===== src/rtl/button_press_decoder.sv =====
// Turns the debounced active-low button level into single-cycle press, short,
// long, repeat and release events. After reset it ignores the button until it sees a release.
module button_press_decoder #(
  parameter int LONG_TIME   = 50_000_000,
  parameter int REPEAT_TIME = 10_000_000,
  parameter bit REPEAT_EN   = 1'b1,
  parameter int CNT_W       = 27
) (
  input  logic clk,
  input  logic reset_n,
  input  logic button_n,
  output logic pressed,
  output logic press_evt,
  output logic short_press,
  output logic long_press,
  output logic repeat_evt,
  output logic release_evt
);

  localparam logic [1:0] ST_WAIT_REL = 2'd0;
  localparam logic [1:0] ST_IDLE     = 2'd1;
  localparam logic [1:0] ST_PRESSED  = 2'd2;
  localparam logic [1:0] ST_LONG     = 2'd3;

  localparam logic [CNT_W-1:0] LONG_LAST = CNT_W'(LONG_TIME - 1);
  localparam logic [CNT_W-1:0] REP_LAST  = CNT_W'(REPEAT_TIME - 1);
  localparam logic [CNT_W-1:0] CNT_ONE   = CNT_W'(1);

  logic [1:0]       state_r;
  logic [1:0]       state_s;
  logic [CNT_W-1:0] cnt_r;
  logic [CNT_W-1:0] cnt_s;
  logic             pressed_s;
  logic             press_evt_s;
  logic             short_press_s;
  logic             long_press_s;
  logic             repeat_evt_s;
  logic             release_evt_s;

  // Next-state, hold counter and event decode; a release outranks timer expiry.
  always_comb begin
    state_s       = state_r;
    cnt_s         = cnt_r;
    pressed_s     = pressed;
    press_evt_s   = 1'b0;
    short_press_s = 1'b0;
    long_press_s  = 1'b0;
    repeat_evt_s  = 1'b0;
    release_evt_s = 1'b0;
    case (state_r)
      ST_WAIT_REL: begin
        pressed_s = 1'b0;
        if (button_n) begin
          state_s = ST_IDLE;
        end else begin
          state_s = ST_WAIT_REL;
        end
      end
      ST_IDLE: begin
        if (!button_n) begin
          state_s     = ST_PRESSED;
          cnt_s       = '0;
          pressed_s   = 1'b1;
          press_evt_s = 1'b1;
        end else begin
          state_s   = ST_IDLE;
          pressed_s = 1'b0;
        end
      end
      ST_PRESSED: begin
        if (button_n) begin
          state_s       = ST_IDLE;
          pressed_s     = 1'b0;
          short_press_s = 1'b1;
          release_evt_s = 1'b1;
        end else if (cnt_r == LONG_LAST) begin
          state_s      = ST_LONG;
          long_press_s = 1'b1;
          cnt_s        = '0;
        end else begin
          cnt_s = cnt_r + CNT_ONE;
        end
      end
      ST_LONG: begin
        if (button_n) begin
          state_s       = ST_IDLE;
          pressed_s     = 1'b0;
          release_evt_s = 1'b1;
        end else if (cnt_r == REP_LAST) begin
          // Without repeats the counter parks here instead of wrapping.
          if (REPEAT_EN) begin
            repeat_evt_s = 1'b1;
            cnt_s        = '0;
          end else begin
            cnt_s = cnt_r;
          end
        end else begin
          cnt_s = cnt_r + CNT_ONE;
        end
      end
      default: begin
        state_s   = ST_WAIT_REL;
        cnt_s     = '0;
        pressed_s = 1'b0;
      end
    endcase
  end

  // State, counter and registered outputs.
  always_ff @(posedge clk or negedge reset_n) begin
    if (!reset_n) begin
      state_r     <= ST_WAIT_REL;
      cnt_r       <= '0;
      pressed     <= 1'b0;
      press_evt   <= 1'b0;
      short_press <= 1'b0;
      long_press  <= 1'b0;
      repeat_evt  <= 1'b0;
      release_evt <= 1'b0;
    end else begin
      state_r     <= state_s;
      cnt_r       <= cnt_s;
      pressed     <= pressed_s;
      press_evt   <= press_evt_s;
      short_press <= short_press_s;
      long_press  <= long_press_s;
      repeat_evt  <= repeat_evt_s;
      release_evt <= release_evt_s;
    end
  end

endmodule


===== config.mk =====
export PLATFORM = sky130hd
export DESIGN_NAME = button_press_decoder
export DESIGN_NICKNAME = d
export VERILOG_FILES = /design/src/rtl/button_press_decoder.sv
export SDC_FILE = /design/constraint.sdc
export NUM_CORES = 1
export LEC_CHECK = 0
export ABC_AREA = 1
export CAP_MARGIN = 20
export CORE_MARGIN = 3
export CORE_UTILIZATION = 40
export DETAILED_ROUTE_END_ITERATION = 8
export MAX_ROUTING_LAYER = met4
export PLACE_DENSITY = 0.59
export REMOVE_ABC_BUFFERS = 1
export SYNTH_ARGS = -nofsm -noshare
export SYNTH_HDL_FRONTEND = slang
export SYNTH_SLANG_ARGS = --single-unit

===== constraint.sdc =====
create_clock -name clk -period 2.3 [get_ports clk]
set_clock_uncertainty 0.1 [all_clocks]
set_input_delay 0.46 -clock clk [delete_from_list [all_inputs] [get_ports clk]]
set_output_delay 0.46 -clock clk [all_outputs]
set_load 0.05 [all_outputs]

# Word-level counts from Yosys, hierarchy flattened
# Cells that the tools add are included.
# W data, S select, Z words.
# totals
register_bits,35
latchBits,0
ramBits,0
rom_bits,0
input_bits,3
wordCells,50
mem_count,0
# classes
n_addsub,1
n_mul,0
div_mod_pow,0
order_cmp,0
n_eq_ne,11
n_shift,0
muxes,25
bitwise,0
reduce_logical,5
# ops
cell,count
$mux W27,5
$pmux W27 S3,1
$add A27 B1 Y27 const B,1
$eq A27 B24 Y1 const B,1
$eq A27 B26 Y1 const B,1
$mux W1,13
$mux W2,4
$ne A2 B2 Y1 const B,4
$pmux W2 S4,1
$eq A2 B2 Y1 const B,2
$reduce_and A4 Y1,1
$ne A3 B3 Y1 const B,1
$pmux W1 S3,1
$reduce_bool A3 Y1,1
$eq A2 B1 Y1 const B,1
$logic_not A2 Y1,1
$ne A2 B1 Y1 const B,1
$reduce_and A2 Y1,1
$reduce_or A2 Y1,1

# Longest topological paths before layout
# depth
word_depth,4
ltp_mapped,11
mapped_depth_nobuf,11

# Worst setup path after synthesis
# Ideal clock, no wire load.
# synth_path
path_kind,reg2reg
from,register cnt_r[0]
to,register cnt_r[5]
setup_time_ns,0.120
arrival_ns,1.320
required_time_ns,2.080
path_slack_ns,0.760
stages_incl_launch_ff,9
n_path_buf,0
period_less_slack_ns,1.540
cell_sequence,dfrtp_1 > ha_1 > nand3_2 > nor3_2 > nand3_1 > nand2_2 > nand3_4 > clkinv_2 > nor2_1
# synth_via
elab_chain_cells,4
# synth_lines
item,line,rtl
start: declaration,31,logic [CNT_W-1:0] cnt_r;
start signal: assignment,122,cnt_r <= cnt_s;
"$add A27 B1 Y27, or another cell as far along","81, 98",
$mux W27 (on tied branches),"89, 76",
$mux W27 (on tied branches),"85, 71",
$pmux W27 S3 (*),50,case (state_r)
# Mark *: on every way between the ends. The rest lies on a longest branch, timed or not. The select of a mux whose other input is x is not followed.
# A chain may end at the register's enable or synchronous reset.

# Final worst setup path
# layout_path
from,register pressed
to,output port pressed
# layout_lines
item,line,rtl
start: declaration,12,"output logic pressed,"
start signal: assignment,123,pressed <= pressed_s;
# No word-level cell between the ends.

==> results.sh <==
export IMPL_postCtsHoldBufs=0
export IMPL_max_freq_mhz=502
export IMPL_fin_setup_tns_ns=0
export IMPL_synth_enable_flop_cells=0
export IMPL_drt_first_pass_iters=5
export IMPL_ys_seq_elements=35
export IMPL_dr_max_layer_used="met4"
export IMPL_boundaryPins=9
export IMPL_routedWlPerCell_um=12.7
export IMPL_drive_above_1_share_pct=9.36
export IMPL_crit_type="reg -> out"
export IMPL_clockPowerShare_pct=45.1
export IMPL_ant_nets=0
export IMPL_synth_most_common_cell="nand2_1"
export IMPL_setup_viol=0
export IMPL_comb_power_share_pct=11.5
export IMPL_route_met2_wl_mm=2.29
export IMPL_syn_instance_count=325
export IMPL_cts_resized=0
export IMPL_rsz0062_at_grt="no"
export IMPL_cts_reportedPaths_clkPinSlew_ns=0.08
export IMPL_switching_power_mw=0.381
export IMPL_drc=0
export IMPL_yosysSeqAreaShare_pct=39.4
export IMPL_cp_max_fo=2
export IMPL_insertion_delay_ns=0.29
export IMPL_post_cts_setup_buffers=0
export IMPL_cts_root_buf="clkbuf_8"
export IMPL_arrival_ns=1.43
export IMPL_drt_iter0_markers=174
export IMPL_end_kind="output port"
export IMPL_p_leak_nw=1.29
export IMPL_slew_limit_headroom_pct=46.3
export IMPL_post_route_period_util_pct=86.6
export IMPL_fin_nets=345
export IMPL_die_h_um=80.5
export IMPL_grt_max_degree=36
export IMPL_synth_cell_type_count=29
export IMPL_dieArea_mm2=0.00649
export IMPL_worstHoldPathType="in -> async"
export IMPL_utilization_pct=48.6
export IMPL_viasPerCell=4.91
export IMPL_period_needed_ns=1.99
export IMPL_crit_buf_inv=1
export IMPL_routed_wl_mm=5.25
export IMPL_yosysWarnings=0
export IMPL_yosys_top_cells_area="dfrtp_1, nand2_1, inv_1"
export IMPL_htreeDepth=2
export IMPL_worstMarginPinSlew_ns=0.806
export IMPL_critPathLaunchType="register"
export IMPL_syn_to_final_growth_pct=14.6
export IMPL_yosys_area_top_type_share_pct=39.4
export IMPL_wl_met1_mm=2.62
export IMPL_p_sw_share_pct=25.5
export IMPL_numPortBuffers=8
export IMPL_p_int_mw=1.11
export IMPL_seqPwrFrac_pct=43.4
export IMPL_synthTopCellsByCount="nand2_1, inv_1, nor2_1, dfrtp_1, nand3_1"
export IMPL_n_fill_cell=549
export IMPL_slowest_delay_ns=0.80
export IMPL_synthFlopType="dfrtp_1"
export IMPL_synth_top_cell_by_area="dfrtp_1"
export IMPL_cts_buffers=5
export IMPL_antenna_found_initial=0
export IMPL_cts_tree="built"
export IMPL_maxSlewViolCount=0
export IMPL_wl_met3_um=247
export IMPL_gp_congestion=0.939
export IMPL_power_density_mw_per_mm2=587
export IMPL_cp_data_required_time_ns=1.74
export IMPL_cp_slowest_cell="clkdlybuf4s50_1"
export IMPL_maxCapViolCount=0
export IMPL_hpwl_mm=3.96
export IMPL_core_area_mm2=0.00524
export IMPL_num_vias=2024
export IMPL_initial_core_util_pct=42.4
export IMPL_grt_pass1_wl_mm=9.32
export IMPL_worstPathCellList="clkdlybuf4s50_1"
export IMPL_status="finished, final reports clean"
export IMPL_clkSinkCount=35
export IMPL_rows=26
export IMPL_syn_area_mm2=0.00222
export IMPL_n_antenna_cell=0
export IMPL_grt_util_all_layers_pct=19.4
export IMPL_grt_pass1_vias=1929
export IMPL_ctsLongestPathBuffers=2
export IMPL_grt_overflow=0
export IMPL_avgSynthCellArea_um2=6.84
export IMPL_synthArstFlopShare_pct=100
export IMPL_die_w_um=80.5
export IMPL_finalHoldViolations=0
export IMPL_ir_drop_mv=0.272
export IMPL_crit_family="buffers and inverters"
-- metal layers --
metal / up-vias / track usage, %
met1: 930 / 26.3
met4: 0 / 6.08
met3: 7 / 4.48
met2: 43 / 28.8
met5: - / -
li1: 1044 / -
-- path summary, 6_finish.rpt --
check	startpoint	to	slack [ns]	cells after the start
setup / recovery	pressed	pressed	0.31	1
hold / removal	reset_n	short_press	0.15	1
setup reg to reg	cnt_r[1]	cnt_r[5]	0.40	8
min in group clk	state_r[0]	short_press	0.38	1
hold reg to reg	state_r[0]	short_press	0.38	1
max in group asynchronous	reset_n	cnt_r[12]	1.44	1
-- placed cells by master (no fill, tap or decap), types with 7 or more instances in the layout --
cell,netlist,final
nor2_1,39,39
nand3_1,31,31
dfrtp_1,35,35
nand2_1,98,98
o21ai_0,7,7
nand4_1,10,10
clkdlybuf4s50_1,0,7
inv_1,56,56
-- state kept, by name, indices dropped and copies added (netlist names) --
| register | flops |
|---|---|
| cnt_r | 27 |
| state_r | 2 |
| long_press | 1 |
| press_evt | 1 |
| pressed | 1 |
| release_evt | 1 |
| repeat_evt | 1 |
| short_press | 1 |
-- metrics by stage --
stage	total power [mW]	worst slack [ns]	area (um^2)	cells	hold slack [ns]
after CTS	1.52	0.293	2550	412	0.189
final	1.50	0.307	2550	412	0.151
after detailed placement	0.835	0.227	2410	404	0.379
after global routing	1.56	0.199	2550	412	0.226
after floorplan	0.755	0.442	2200	322	0.0644
after global placement	0.836	0.235	2410	404	0.386
-- final cells by class --
| class | instances | area [um^2] | share of cell area (%) |
|---|---|---|---|
| Tap cell | 70 | 87.6 | 3.44 |
| Multi-Input combinational cell | 228 | 1110 | 43.4 |
| Timing Repair Buffer | 12 | 118 | 4.62 |
| Clock buffer | 5 | 68.8 | 2.70 |
| Sequential cell | 35 | 876 | 34.4 |
| Clock inverter | 3 | 67.6 | 2.65 |
| Inverter | 59 | 223 | 8.75 |
-- power by group through the flow --
stage                     logic, mW  registers [mW]  clock network [mW]
final                         0.173           0.648               0.674
after global routing          0.191           0.651               0.715
after CTS                     0.177           0.648               0.694
after detailed placement      0.176           0.660                   0
after global placement        0.176           0.660                   0
after floorplan              0.0768           0.678                   0
-- logic make-up after synthesis --
kind of cell	share of synthesized area, %
flip-flops	39.4
AO/OA/AOI/OAI	4.45
buffers and inverters	10.8
adder cells (fa/ha/maj)	0.563
XOR/XNOR	3.15
AND/OR/NAND/NOR	41.6
(Power assumes the default switching activity.)
